`src/rtl/dvp_pkg.sv`:
```
// Shared types and constants for the DVP frame capture sequencer.
// Contents:
//   state_t    - sequencer states
//   PIX_W      - pixel width (RGB565)
//   FRAME_PIX  - pixels per frame at the default 640x480 geometry
//   frame_pix  - pixels per frame for an arbitrary geometry
package dvp_pkg;

  typedef enum logic [2:0] {
    ST_IDLE   = 3'd0,
    ST_WAIT   = 3'd1,
    ST_SKIP   = 3'd2,
    ST_CAPT   = 3'd3,
    ST_COMMIT = 3'd4
  } state_t;

  localparam int PIX_W     = 16;
  localparam int H_ACT_DEF = 640;
  localparam int V_ACT_DEF = 480;
  localparam int FRAME_PIX = H_ACT_DEF * V_ACT_DEF;

  function automatic int frame_pix(input int h_act, input int v_act);
    return h_act * v_act;
  endfunction

endpackage

```
`src/rtl/dvp_bank_mgr.sv`:
```
// Ping-pong bank bookkeeping for the frame capture sequencer.
// Ports:
//   PCLK, Rst_n  - pixel clock, async active-low reset
//   commit       - one-cycle: current bank (ptr) now holds a complete frame
//   drop         - one-cycle: a frame was dropped for lack of a free bank
//   rel          - per-bank release pulses from the consumer
//   ptr          - bank the next captured frame goes to
//   full         - per-bank ownership flags (1 = owned by consumer)
//   drop_cnt     - saturating count of dropped frames
module dvp_bank_mgr (
  input  logic       PCLK,
  input  logic       Rst_n,
  input  logic       commit,
  input  logic       drop,
  input  logic [1:0] rel,
  output logic       ptr,
  output logic [1:0] full,
  output logic [7:0] drop_cnt
);

  logic [1:0] set_mask;

  assign set_mask = commit ? (ptr ? 2'b10 : 2'b01) : 2'b00;

  always_ff @(posedge PCLK or negedge Rst_n) begin
    if (!Rst_n) begin
      ptr      <= 1'b0;
      full     <= 2'b00;
      drop_cnt <= 8'd0;
    end else begin
      // A release that lands on the commit cycle of the same bank loses:
      // the freshly committed frame must not be handed back as free.
      full <= (full & ~rel) | set_mask;
      if (commit) begin
        ptr <= ~ptr;
      end
      if (drop && (drop_cnt != 8'hFF)) begin
        drop_cnt <= drop_cnt + 8'd1;
      end
    end
  end

endmodule

```
`src/rtl/dvp_frame_ctrl.sv`:
```
// Frame-level capture sequencer behind the DVP byte-to-pixel stage.
// Arms on Start, skips SkipFrames frames, then writes whole frames into a
// two-bank frame buffer, dropping frames while both banks are owned by the
// consumer.
// Ports:
//   PCLK, Rst_n              - pixel clock, async active-low reset
//   Start, Stop              - arm / abort commands (Stop wins)
//   Continuous, SkipFrames   - mode, latched on an accepted Start
//   In_Valid, In_Pixel, In_Vs- pixel stream and frame-active level
//   Rel_Bank                 - per-bank release pulses from the consumer
//   Wr_En/Wr_Bank/Wr_Addr/Wr_Data - buffer write port, one cycle after pixel
//   Frame_Done, Done_Bank    - commit notification
//   Short_Frame, Ovf         - sticky frame-size errors
//   Drop_Cnt, Bank_Full, Busy- status
//
// state  | meaning
// IDLE   | disarmed, waiting for Start
// WAIT   | armed, waiting for a frame start
// SKIP   | discarding the current frame (skip or drop), waiting for frame end
// CAPT   | writing the current frame into bank ptr
// COMMIT | one cycle: hand bank ptr to the consumer, flip ptr
module dvp_frame_ctrl
  import dvp_pkg::*;
#(
  parameter int H_ACT  = H_ACT_DEF,
  parameter int V_ACT  = V_ACT_DEF,
  parameter int ADDR_W = 19
) (
  input  logic              PCLK,
  input  logic              Rst_n,
  input  logic              Start,
  input  logic              Stop,
  input  logic              Continuous,
  input  logic [3:0]        SkipFrames,
  input  logic              In_Valid,
  input  logic [PIX_W-1:0]  In_Pixel,
  input  logic              In_Vs,
  input  logic [1:0]        Rel_Bank,
  output logic              Wr_En,
  output logic              Wr_Bank,
  output logic [ADDR_W-1:0] Wr_Addr,
  output logic [PIX_W-1:0]  Wr_Data,
  output logic              Frame_Done,
  output logic              Done_Bank,
  output logic              Short_Frame,
  output logic              Ovf,
  output logic [7:0]        Drop_Cnt,
  output logic [1:0]        Bank_Full,
  output logic              Busy
);

  // One spare bit so the count can sit at FRAME_PIX even when the frame
  // exactly fills the address space.
  localparam int              CNT_W   = ADDR_W + 1;
  localparam logic [CNT_W-1:0] FPIX   = CNT_W'(frame_pix(H_ACT, V_ACT));

  state_t           state, state_nx;
  logic             vs_d;
  logic             fs, fe;
  logic             cont_q;
  logic [3:0]       skip_cnt;
  logic [CNT_W-1:0] count;
  logic             ptr;
  logic             arm, skip_dec, drop, cap_start, commit;
  logic             accept, room;

  assign fs     = In_Vs & ~vs_d;
  assign fe     = ~In_Vs & vs_d;
  assign accept = (state == ST_CAPT) && In_Valid && !Stop;
  assign room   = (count < FPIX);
  assign Busy   = (state != ST_IDLE);

  always_ff @(posedge PCLK or negedge Rst_n) begin
    if (!Rst_n) begin
      state <= ST_IDLE;
    end else begin
      state <= state_nx;
    end
  end

  // Stop overrides everything, including the COMMIT cycle, so an aborted
  // frame never reaches the consumer.
  always_comb begin
    state_nx  = state;
    arm       = 1'b0;
    skip_dec  = 1'b0;
    drop      = 1'b0;
    cap_start = 1'b0;
    commit    = 1'b0;
    if (Stop) begin
      state_nx = ST_IDLE;
    end else begin
      case (state)
        ST_IDLE: begin
          if (Start) begin
            arm      = 1'b1;
            state_nx = ST_WAIT;
          end
        end
        ST_WAIT: begin
          if (fs) begin
            if (skip_cnt != 4'd0) begin
              skip_dec = 1'b1;
              state_nx = ST_SKIP;
            end else if (!Bank_Full[ptr]) begin
              cap_start = 1'b1;
              state_nx  = ST_CAPT;
            end else begin
              drop     = 1'b1;
              state_nx = ST_SKIP;
            end
          end
        end
        ST_SKIP: begin
          if (fe) state_nx = ST_WAIT;
        end
        ST_CAPT: begin
          if (fe) state_nx = ST_COMMIT;
        end
        ST_COMMIT: begin
          commit   = 1'b1;
          state_nx = cont_q ? ST_WAIT : ST_IDLE;
        end
        default: state_nx = ST_IDLE;
      endcase
    end
  end

  always_ff @(posedge PCLK or negedge Rst_n) begin
    if (!Rst_n) begin
      vs_d        <= 1'b0;
      cont_q      <= 1'b0;
      skip_cnt    <= 4'd0;
      count       <= '0;
      Wr_En       <= 1'b0;
      Wr_Bank     <= 1'b0;
      Wr_Addr     <= '0;
      Wr_Data     <= '0;
      Frame_Done  <= 1'b0;
      Done_Bank   <= 1'b0;
      Short_Frame <= 1'b0;
      Ovf         <= 1'b0;
    end else begin
      vs_d <= In_Vs;

      if (arm) begin
        cont_q   <= Continuous;
        skip_cnt <= SkipFrames;
      end else if (skip_dec) begin
        skip_cnt <= skip_cnt - 4'd1;
      end

      Wr_En <= accept && room;
      if (cap_start) begin
        count <= '0;
      end else if (accept && room) begin
        Wr_Bank <= ptr;
        Wr_Addr <= count[ADDR_W-1:0];
        Wr_Data <= In_Pixel;
        count   <= count + CNT_W'(1);
      end
      if (accept && !room) begin
        Ovf <= 1'b1;
      end

      Frame_Done <= commit;
      if (commit) begin
        Done_Bank <= ptr;
        if (!room) begin
        end else begin
          Short_Frame <= 1'b1;
        end
      end
    end
  end

  dvp_bank_mgr u_bank_mgr (
    .PCLK     (PCLK),
    .Rst_n    (Rst_n),
    .commit   (commit),
    .drop     (drop),
    .rel      (Rel_Bank),
    .ptr      (ptr),
    .full     (Bank_Full),
    .drop_cnt (Drop_Cnt)
  );

endmodule

```
`config.mk`:
```
export PLATFORM = sky130hd
export DESIGN_NAME = dvp_frame_ctrl
export DESIGN_NICKNAME = d
export VERILOG_FILES = /design/src/rtl/dvp_pkg.sv /design/src/rtl/dvp_bank_mgr.sv /design/src/rtl/dvp_frame_ctrl.sv
export SDC_FILE = /design/constraint.sdc
export NUM_CORES = 1
export LEC_CHECK = 0
export ABC_AREA = 1
export CAP_MARGIN = 20
export CORE_AREA = 2 2 101 93
export CTS_CLUSTER_DIAMETER = 60
export CTS_CLUSTER_SIZE = 28
export DETAILED_ROUTE_END_ITERATION = 16
export DIE_AREA = 0 0 103 95
export HOLD_SLACK_MARGIN = 0.1
export PLACE_DENSITY = 0.76
export SLEW_MARGIN = 20
export SYNTH_ARGS = -nofsm -noshare
export SYNTH_HDL_FRONTEND = slang
export SYNTH_SLANG_ARGS = --single-unit
```
`constraint.sdc`:
```
create_clock -name PCLK -period 1.4 [get_ports PCLK]
set_clock_uncertainty 0.05 [all_clocks]
set_input_delay 0.28 -clock PCLK [delete_from_list [all_inputs] [get_ports PCLK]]
set_output_delay 0.28 -clock PCLK [all_outputs]
set_load 0.01 [all_outputs]
```
==> summary.md <==
| Metric | Value |
|---|---|
| Clock sink total | `between 80 and 90` |
| Final design utilization | `69.90%` |
| Worst slack, placed | `-409.5 ps` |
| Pleak | `3.237 nW` |
| CP Capture Type | `register` |
| Setup ws final | `-217.7 ps` |
| Kind of critical path | `reg2reg` |
| Nets@finish | `697` |
| Rel. slew slack | `between 70% and 80%` |
| Residual DRC | `0` |
| Initial Utilization | `45.75%` |
| Post-DP HPWL | `between 7000 and 8000 µm` |
| Slew Limit Fails | `0` |
| Placed cells | `745` |
| FP Rows | `33` |
| Area grow syn2layout | `52.77%` |
| Area of the core | `8836 µm²` |
| CP required | `1600 ps` |
| Die area | `9785 µm²` |
| Synthesis-stage register bit count | `81` |
| P per Cell Area | `1341 nW/µm²` |
| Average cell area after synthesis | `about 8.3 µm²` |
| TritonRoute pass-1 iters | `5` |
| Max Cap Viol | `0` |
| Pin count of the biggest net entering global routing | `37` |
| WL final | `about 11000 µm` |
| HP Class | `in2async` |
| Reg2reg setup slack | `-220 ps` |
| Mapped cell area | `4043 µm²` |
| Gr ovfl total | `0` |
| # H-tree levels | `3` |
| Yosys top cell area share | `about half` |
| Violated checks | `negative setup slack` |
| Worst-Margin Slew | `356.7 ps` |
| Fmax | `618.2 MHz` |
| Tmin final | `1618 ps` |
| Endpoints failing hold | `0` |
| Syn Nets | `519` |
| Clock-pin slew on the worst setup and hold paths | `90 ps` |
| Global-route usage over all layers | `21.99%` |
| WP data arrival | `1810 ps` |
| CTS max path bufs | `2` |
| IO Count | `81` |
| GP Congestion | `0.8767` |
| Register area | `2029 µm²` |
| CTS tree | `built` |
| CTS Root Cell | `clkbuf_8` |
| IO buf count | `80` |
| CTS Buf Count | `9` |
| Post-Syn Instances | `487` |
| Vias | `3863` |
| FF-to-FF End | `count[11]` |
| Max FO, Critical Path | `5` |
| Fin crit share | `115.5%` |
| Vias in the first global route | `3738` |
| RSZ-0062 raised after global routing | `yes` |
| Yosys Warn Count | `0` |
| CP startpoint kind | `register` |
| Worst r2r src | `state[1]` |
| # diodes | `0` |
| Die width | `103 µm` |
| DRT antenna net count | `0` |
| Die Y | `95 µm` |
| Worst R2R Path Depth | `9` |
| Wirelength per Cell | `13.38 µm` |
| Fraction of layout cells with a size suffix above 1 | `30.90%` |
| Dominant cell type by area after synthesis | `dfrtp_1` |
| # setup viols final | `just over 70` |
| Filler Cell Count | `about 690` |
| First-pass GRT wire length | `~17000 µm` |
| Non-filler cells, final | `between 700 and 800` |
| Peak VDD IR | `1.227 mV` |
| Multi-input logic area | `between 1500 and 2000 µm²` |
| Largest cells by area after synthesis | `dfrtp_1 (50%), nand2_1 (18%), inv_1 (4.4%)` |
| Initial antenna violation count | `0` |
| Status | `finished, violations left` |
| DRT iter0 DRCs | `177` |
| Clock Latency Late Sink | `360 ps` |
| Sequential area share after synthesis | `roughly half` |
| Vias per std cell | `a little under 5` |
| Post-synthesis cell type count | `32` |
## power by group
| part | total, W | switching (W) | leakage, nW | internal, W |
|---|---|---|---|---|
| registers | 0.00308 | 0.000306 | 1.07 | 0.00277 |
| clock network | 0.00199 | 0.000943 | 0.117 | 0.00104 |
| logic | 0.00321 | 0.00167 | 2.05 | 0.00154 |
| total | 0.00828 | 0.00292 | 3.24 | 0.00536 |
## sequential cells by signal, summed over array words and instances (netlist names), 2 cells and up
name / cells
skip_cnt: 4
Wr_Data: 16
u_bank_mgr.drop_cnt: 8
Wr_Addr: 19
u_bank_mgr.full: 2
count: 20
state: 3
## synth_stat cells (all sizes together)
library cell and number:
a21o 1, a21oi 1, buf 11, dfrtp 81, ha 3, inv 50, nand2 193, nand3 27
nand3b 2, nand4 12, nor2 42, nor3 4, o211ai 2, o21a 1, o21ai 43, o21bai 1
o22ai 1, xnor2 3, xor2 9
## area by class of cell
class,count,share of cell area [%]
multi-input combinational,345,31.77
tap,122,2.472
clock buffer,9,2.006
clock inverter,7,1.722
inverter,50,3.241
sequential,81,32.86
timing repair buffer,178,25.93
## worst max-delay path by stage
stage,start,slack [ps],endpoint,cells after the start
2_1_floorplan,u_bank_mgr.drop_cnt[0],-4,u_bank_mgr.drop_cnt[6],6
3_3_place_gp,Stop,-380,Wr_Data[14],7
3_5_place_dp,Stop,-410,skip_cnt[0],9
4_1_cts,state[1],-200,count[11],9
5_1_grt,state[1],-280,count[11],9
6_report,state[1],-220,count[11],9
## cell families (layout without fill, tap and decap cells)
kind of cell | Yosys count | count (layout) | synth area share [%]
flip-flops | 81 | 81 | 50.14
AND/OR/NAND/NOR | 280 | 280 | 30.89
adder cells (fa/ha/maj) | 3 | 3 | 0.9286
AO/OA/AOI/OAI | 50 | 50 | 8.016
buffers and inverters | 61 | 244 | 7.428
XOR/XNOR | 12 | 12 | 2.600
## layer usage
layer | share of wire, % | vias to the layer above | track usage [%]
met5 | 0 | - | 0
met4 | 2.0 | 0 | 6.140
met3 | 5.6 | 22 | 5.848
met2 | 51 | 114 | 38.96
met1 | 41 | 1837 | 26.20
li1 | - | 1890 | -
## worst max-delay path, cell delays in order (launching register included)
cell and delay [ps]:
dfrtp_1 420, buf_6 140, inv_6 60, nand3_4 80
buf_6 130, inv_2 40, nand4_1 220, buf_6 220
nand4_1 70, nand2_1 60
## metrics by stage
| stage | cell area, µm² | power (W) | setup TNS (ps) | hold slack, ps |
|---|---|---|---|---|
| after floorplan | 4116 | 0.004513 | -8.399 | -65.59 |
| after global placement | 5533 | 0.005824 | -25090 | 166.2 |
| after detailed placement | 5533 | 0.005946 | -26780 | 170.7 |
| after CTS | 5981 | 0.008081 | -7684 | 322.9 |
| after global routing | 6176 | 0.008791 | -15780 | 329.4 |
| final | 6176 | 0.008280 | -10160 | 312.5 |
## cells in the final DEF, fill, tap and decap left out, types with 3 or more instances in the layout
| cell type | count |
|---|---|
| buf_12 | 7 |
| inv_2 | 6 |
| nand2_4 | 6 |
| inv_6 | 5 |
| nor2_4 | 7 |
| o21ai_2 | 26 |
| nor2_1 | 27 |
| o21ai_1 | 7 |
| nand4_1 | 11 |
| clkdlybuf4s50_1 | 27 |
| dlygate4sd2_1 | 26 |
| xor2_1 | 9 |
| dfrtp_1 | 79 |
| clkdlybuf4s15_1 | 20 |
| nor2_2 | 7 |
| nand2_1 | 176 |
| buf_6 | 10 |
| o21ai_0 | 9 |
| nand3_4 | 6 |
| buf_4 | 82 |
| nand3_1 | 19 |
| nand2_2 | 11 |
| clkbuf_8 | 9 |
| buf_2 | 4 |
| inv_1 | 40 |
| inv_4 | 3 |
## timing repair
item / 4_1_cts / 5_1_grt
hold buffers: 1 / 0
hold endpoints to repair: 41 / 0
pin swaps: 18 / 21
resized for setup: 122 / 46
setup buffers: 17 / 15
setup endpoints to repair: 122 / 103
Note: power is estimated with default switching activity, not from simulation.
